### src/rtl/axi_master_pkg.sv
// axi_master_pkg: shared types and constants for axi_burst_master.
//   state_e      - burst FSM states
//   RESP_*       - AXI response encodings
//   LenWidth     - width of AXI len / beat counter
package axi_master_pkg;

  localparam int unsigned LenWidth = 8;

  localparam logic [1:0] RESP_OKAY   = 2'b00;
  localparam logic [1:0] RESP_EXOKAY = 2'b01;
  localparam logic [1:0] RESP_SLVERR = 2'b10;
  localparam logic [1:0] RESP_DECERR = 2'b11;

  typedef enum logic [2:0] {
    StIdle,
    StAw,
    StW,
    StB,
    StAr,
    StR
  } state_e;

endpackage

### src/rtl/axi_master_watchdog.sv
// axi_master_watchdog: stall watchdog for axi_burst_master.
// Ports:
//   clk, rst_n  - clock, synchronous active-low reset
//   active      - block is in a non-idle state; counter held at zero otherwise
//   restart     - progress seen this cycle (state change or beat); counter reloads
//   expired     - TIMEOUT_CYCLES cycles without progress have elapsed
module axi_master_watchdog #(
  parameter int unsigned TIMEOUT_CYCLES = 1024
) (
  input  logic clk,
  input  logic rst_n,
  input  logic active,
  input  logic restart,
  output logic expired
);

  localparam int unsigned CntWidth = $clog2(TIMEOUT_CYCLES + 1);

  logic [CntWidth-1:0] cnt_q;

  always_ff @(posedge clk) begin
    if (!rst_n || restart || !active) begin
      cnt_q <= '0;
    end else begin
      cnt_q <= cnt_q + 1'b1;
    end
  end

  // cnt_q counts completed idle cycles; the last one is the expiry cycle.
  assign expired = active && (cnt_q == CntWidth'(TIMEOUT_CYCLES - 1));

endmodule

### src/rtl/axi_burst_master.sv
// axi_burst_master: single-command AXI-style INCR burst initiator (word addressing).
// Optional feature macro: AXI_MASTER_TIMEOUT_EN (stall watchdog, TIMEOUT_CYCLES limit).
// Ports:
//   clk, rst_n                       - clock, synchronous active-low reset
//   cmd_valid/ready/write/addr/len   - burst command (len = beats - 1)
//   wr_data/valid/ready              - write beat source
//   rd_data/valid/ready/last         - read beat sink
//   aw*, w*, b*, ar*, r*             - AXI master channels
//   busy                             - not idle
//   done, err                        - one-cycle completion pulse, error qualified by done
module axi_burst_master
  import axi_master_pkg::*;
#(
  parameter int unsigned ADDR_WIDTH     = 32,
  parameter int unsigned DATA_WIDTH     = 32,
  parameter int unsigned TIMEOUT_CYCLES = 1024
) (
  input  logic                  clk,
  input  logic                  rst_n,
  input  logic                  cmd_valid,
  output logic                  cmd_ready,
  input  logic                  cmd_write,
  input  logic [ADDR_WIDTH-1:0] cmd_addr,
  input  logic [LenWidth-1:0]   cmd_len,
  input  logic [DATA_WIDTH-1:0] wr_data,
  input  logic                  wr_valid,
  output logic                  wr_ready,
  output logic [DATA_WIDTH-1:0] rd_data,
  output logic                  rd_valid,
  input  logic                  rd_ready,
  output logic                  rd_last,
  output logic [ADDR_WIDTH-1:0] awaddr,
  output logic [LenWidth-1:0]   awlen,
  output logic                  awvalid,
  input  logic                  awready,
  output logic [DATA_WIDTH-1:0] wdata,
  output logic                  wvalid,
  output logic                  wlast,
  input  logic                  wready,
  input  logic [1:0]            bresp,
  input  logic                  bvalid,
  output logic                  bready,
  output logic [ADDR_WIDTH-1:0] araddr,
  output logic [LenWidth-1:0]   arlen,
  output logic                  arvalid,
  input  logic                  arready,
  input  logic [DATA_WIDTH-1:0] rdata,
  input  logic                  rvalid,
  input  logic                  rlast,
  output logic                  rready,
  output logic                  busy,
  output logic                  done,
  output logic                  err
);

  state_e state_q, state_d;

  logic [ADDR_WIDTH-1:0] addr_q;
  logic [LenWidth-1:0]   len_q;
  logic [LenWidth-1:0]   beat_cnt_q, beat_cnt_d;
  logic                  done_q, done_d;
  logic                  err_q, err_d;
  logic                  w_hs, r_hs, last_beat, timeout;

  assign w_hs      = (state_q == StW) && wr_valid && wready;
  assign r_hs      = (state_q == StR) && rvalid && rd_ready;
  assign last_beat = (beat_cnt_q == len_q);

`ifdef AXI_MASTER_TIMEOUT_EN
  logic wd_restart;
  assign wd_restart = (state_d != state_q) || w_hs || r_hs;

  axi_master_watchdog #(
    .TIMEOUT_CYCLES(TIMEOUT_CYCLES)
  ) u_watchdog (
    .clk    (clk),
    .rst_n  (rst_n),
    .active (state_q != StIdle),
    .restart(wd_restart),
    .expired(timeout)
  );
`else
  // Constant low; the reference keeps TIMEOUT_CYCLES in use when the watchdog is absent.
  assign timeout = 1'b0 && (TIMEOUT_CYCLES == 0);
`endif

  // State register
  always_ff @(posedge clk) begin
    if (!rst_n) begin
      state_q <= StIdle;
    end else begin
      state_q <= state_d;
    end
  end

  // Command, beat counter and completion registers
  always_ff @(posedge clk) begin
    if (!rst_n) begin
      addr_q     <= '0;
      len_q      <= '0;
      beat_cnt_q <= '0;
      done_q     <= 1'b0;
      err_q      <= 1'b0;
    end else begin
      if (state_q == StIdle && cmd_valid) begin
        addr_q <= cmd_addr;
        len_q  <= cmd_len;
      end
      beat_cnt_q <= beat_cnt_d;
      done_q     <= done_d;
      err_q      <= err_d;
    end
  end

  // Next state
  always_comb begin
    state_d    = state_q;
    beat_cnt_d = beat_cnt_q;
    done_d     = 1'b0;
    err_d      = 1'b0;
    unique case (state_q)
      StIdle: begin
        if (cmd_valid) begin
          state_d    = cmd_write ? StAw : StAr;
          beat_cnt_d = '0;
        end
      end
      StAw: if (awready) state_d = StW;
      StW: begin
        if (w_hs) begin
          beat_cnt_d = beat_cnt_q + 1'b1;
          if (last_beat) state_d = StB;
        end
      end
      StB: begin
        if (bvalid) begin
          state_d = StIdle;
          done_d  = 1'b1;
          err_d   = (bresp == RESP_SLVERR) || (bresp == RESP_DECERR);
        end
      end
      StAr: if (arready) state_d = StR;
      StR: begin
        if (r_hs) begin
          beat_cnt_d = beat_cnt_q + 1'b1;
          if (rlast) begin
            state_d = StIdle;
            done_d  = 1'b1;
            // Slave ended the burst early or late.
            err_d   = !last_beat;
          end
        end
      end
      default: state_d = StIdle;
    endcase
    if (timeout) begin
      state_d = StIdle;
      done_d  = 1'b1;
      err_d   = 1'b1;
    end
  end

  // Outputs
  always_comb begin
    cmd_ready = 1'b0;
    awvalid   = 1'b0;
    wvalid    = 1'b0;
    wlast     = 1'b0;
    wr_ready  = 1'b0;
    bready    = 1'b0;
    arvalid   = 1'b0;
    rready    = 1'b0;
    rd_valid  = 1'b0;
    rd_last   = 1'b0;
    unique case (state_q)
      StIdle: cmd_ready = 1'b1;
      StAw:   awvalid   = 1'b1;
      StW: begin
        wvalid   = wr_valid;
        wr_ready = wready;
        wlast    = last_beat;
      end
      StB:    bready    = 1'b1;
      StAr:   arvalid   = 1'b1;
      StR: begin
        rready   = rd_ready;
        rd_valid = rvalid;
        rd_last  = rlast;
      end
      default: ;
    endcase
  end

  assign awaddr  = addr_q;
  assign araddr  = addr_q;
  assign awlen   = len_q;
  assign arlen   = len_q;
  assign wdata   = wr_data;
  assign rd_data = rdata;
  assign busy    = (state_q != StIdle);
  assign done    = done_q;
  assign err     = err_q;

endmodule
### config.mk
export PLATFORM = sky130hd
export DESIGN_NAME = axi_burst_master
export DESIGN_NICKNAME = d
export VERILOG_FILES = /design/src/rtl/axi_master_pkg.sv /design/src/rtl/axi_master_watchdog.sv /design/src/rtl/axi_burst_master.sv
export SDC_FILE = /design/constraint.sdc
export NUM_CORES = 1
export LEC_CHECK = 0
export ABC_AREA = 1
export BUFFER_PORTS_ARGS = -buffer_cell sky130_fd_sc_hd__buf_2
export CORE_AREA = 2 2 108 110
export DETAILED_ROUTE_END_ITERATION = 10
export DIE_AREA = 0 0 110 112
export HOLD_SLACK_MARGIN = 0.02
export SETUP_SLACK_MARGIN = 0.2
export SYNTH_ARGS = -nofsm -noshare
export SYNTH_HDL_FRONTEND = slang
export SYNTH_SLANG_ARGS = --single-unit
### constraint.sdc
create_clock -name clk -period 1.3 [get_ports clk]
set_input_delay 0.26 -clock clk [delete_from_list [all_inputs] [get_ports clk]]
set_output_delay 0.26 -clock clk [all_outputs]
set_load 0.02 [all_outputs]
==> metrics.csv <==
stage,metric,value,unit
placed_design,placed instance area,3600,µm²
status,failing checks,negative setup slack,
final_layout,"Design Area, Final",5360,µm²
cts,TritonCTS buffer count,5,
final_layout,Seq. cell area,1130,µm²
timing,worst hold slack,0.181,ns
timing,final setup TNS,-9.10,ns
timing,Worst Skew,0.00484,ns
final_layout,Finished Layout Cells,704,
synthesis,Cells after Synth,434,
cts,H-Tree Level Count,2,
power_and_ir_drop,overall power,11.3,mW
setup_path,Reg2Reg Setup Slack,-0.23,ns
final_layout,diodes inserted,0,
cts,Worst-Skew Late Latency,0.30,ns
placed_design,Cell Count Post-Placement,653,
synthesis,Yosys Warn Count,0,
synthesis,Yosys cell types,27,
flow_run,Max Cap Viol,0,
global_routing,first-pass GRT wire length,14.0,mm
setup_path,element type at the critical path end,primary output,
status,outcome,"complete, but fails checks",
timing,Worst-Margin Slew,0.404,ns
drt,DR WL/cell,14.0,µm
placed_design,Setup Slack @ Placement,-0.122,ns
global_routing,largest net degree at the start of global routing,27,
timing,Max-slew headroom,73.0,%
min_path,Worst Hold End,araddr[25],
timing,Final Hold Fails,0,
power_and_ir_drop,Worst VDD drop,0.000930,V
floorplanning,Die ar.,12300,µm²
drt,Avg Vias per Cell,4.41,
drt,# DRC,0,
setup_path,R2R depth,9,
final_layout,layout cell share with drive strength beyond 1,73.3,%
drt,router iterations before antenna repair,4,
floorplanning,die width,110,µm
setup_path,Reg-to-Reg End,beat_cnt_q[7],
power_and_ir_drop,Lkg Pwr,2.50,nW
synthesis,count of state elements after synthesis,53,
global_routing,vias in the first global route,2901,
placed_design,routability congestion estimate,0.796,
synthesis,Yosys top cell area share,34.3,%
timing,RSZ-0062 raised after global routing,true,
final_layout,Filler cells,1010,
power_and_ir_drop,pwr dens,2110,nW/µm²
drt,DR vias,3104,
floorplanning,row count,39,
floorplanning,Initial Utilization,27.7,%
drt,post-detailed-route count of antenna-violating nets,0,
setup_path,Crit path required time,1.04,ns
cts,clock sinks,53,
setup_path,"Data arrival, critical path",1.36,ns
timing,FMAX,617,MHz
synthesis,synth cell count leaders,"buf_4 (105), nor2_1 (97), dfxtp_1 (53)",
floorplanning,# IOs,275,
timing,# setup viols final,62,
global_routing,initial antenna violation count,0,
synthesis,"top cells by area, synth","dfxtp_1 (34%), buf_4 (26%), nor2_1 (12%)",
final_layout,Area Overhead vs Synth,73.4,%
setup_path,WS Path Type,reg -> out,
synthesis,sequential fraction of the synthesis area,34.3,%
min_path,hold path cells,3,
min_path,worst min path class,in -> reg,
synthesis,syn_area_per_cell,7.12,µm²
floorplanning,area of the core,11200,µm²
timing,Final Critical Period,1.62,ns
final_layout,fin util,48.0,%
synthesis,Post-synth EDFFs,0,
synthesis,most common cell in the netlist,buf_4,
synthesis,Post-Syn Area,3090,µm²
timing,setup ws final,-0.321,ns
setup_path,RR Startpoint,state_q[1],
cts,clock buffer depth,2,
synthesis,"Net Count, Synth",553,
global_routing,grt total ovfl,0,
timing,Tcrit/Tclk final,125,%
cts,CTS root buf,clkbuf_16,
final_layout,area of the multi-input gates,1660,µm²
timing,count of pins over their slew limit,0,
synthesis,dominant synthesized flop cell,dfxtp_1,
synthesis,async set-reset flop share out of synthesis,0,%
setup_path,critical path launch point type,flop,
final_layout,Final nets,679,
placed_design,port bufs,145,
min_path,hold path startpoint,cmd_addr[25],
cts,"Clk pin slew, worst setup/hold paths",0.07,ns
synthesis,"area leader, netlist",dfxtp_1,
floorplanning,die height,112,µm
placed_design,hpwl dp,5.97,mm
setup_path,"Max FO, Critical Path",2,
drt,DRT iter0 DRCs,79,
global_routing,GRT Util Overall,14.5,%
drt,DRT Wirelength,9.87,mm
cts,CTS tree,done,
-- sequential cells by signal, indices dropped and copies added (netlist names) --
name and cells:
araddr 32, arlen 8, err 1, state_q 3, done 1, beat_cnt_q 8
-- where the power goes --
part	leakage, nW	switching, mW	internal (mW)	total [mW]
Combinational	1.97	3.61	3.67	7.29
Sequential	0.454	0.473	2.14	2.61
Clock	0.0799	0.615	0.818	1.43
Total	2.50	4.70	6.63	11.3
-- critical path: stages (launching register included) --
cell     delay [ns]
dfxtp_1        0.33
xnor2_1        0.19
nand2_1        0.09
nor2_2         0.11
nand2_2        0.08
nor2_2         0.13
buf_6          0.13
-- metal layers --
metal / global-route usage, % / part of all wire (%)
met4: 6.92 / 3.3
met2: 26.5 / 54
met3: 3.75 / 6.4
met5: 0 / 0
met1: 15.2 / 36
-- placed cells by master, fill, tap and decap left out, types with 11 or more instances in the layout --
master   count
nor2_1      53
nand2_1     33
buf_4       94
nor2_2      11
o21ai_2     30
buf_2       64
buf_6       58
inv_1       18
nor2_4      38
dfxtp_2     37
-- worst max path at each step --
stage / from / endpoint / slack, ns / depth (start not counted)
final: beat_cnt_q[3] / wlast / -0.32 / 6
after global routing: beat_cnt_q[3] / wlast / -0.43 / 6
after CTS: arlen[3] / wlast / -0.27 / 6
after detailed placement: beat_cnt_q[1] / beat_cnt_q[7] / -0.12 / 7
after global placement: state_q[2] / state_q[2] / -0.06 / 10
after floorplan: state_q[1] / beat_cnt_q[3] / 0.03 / 9
-- what timing repair did --
item / 4_1_cts / 5_1_grt
pin swaps: 50 / 50
endpoints found under the setup margin: 91 / 130
resized for setup: 237 / 146
buffers inserted: 21 / 14
cloned: 5 / 3
hold buffers: 0 / 0
-- layout make-up --
cell class                 instances  area share (%)
timing repair inverter             2           0.514
clock inverter                     1          0.0934
tap                              143            3.34
timing repair buffer             235            38.7
inverter                          29            2.52
sequential                        53            21.1
clock buffer                       7            2.85
multi-input combinational        234            30.9
-- kinds of logic after synthesis --
logic type	Yosys count	share of synthesized area, %
buffers and inverters	147	31.1
and+or+nand+nor	168	22.6
DFF	53	34.3
xor gates and xnor gates	6	1.70
AOI/OAI and AO/OA	59	9.84
adders and majority gates	1	0.405
(Power assumes the default switching activity.)
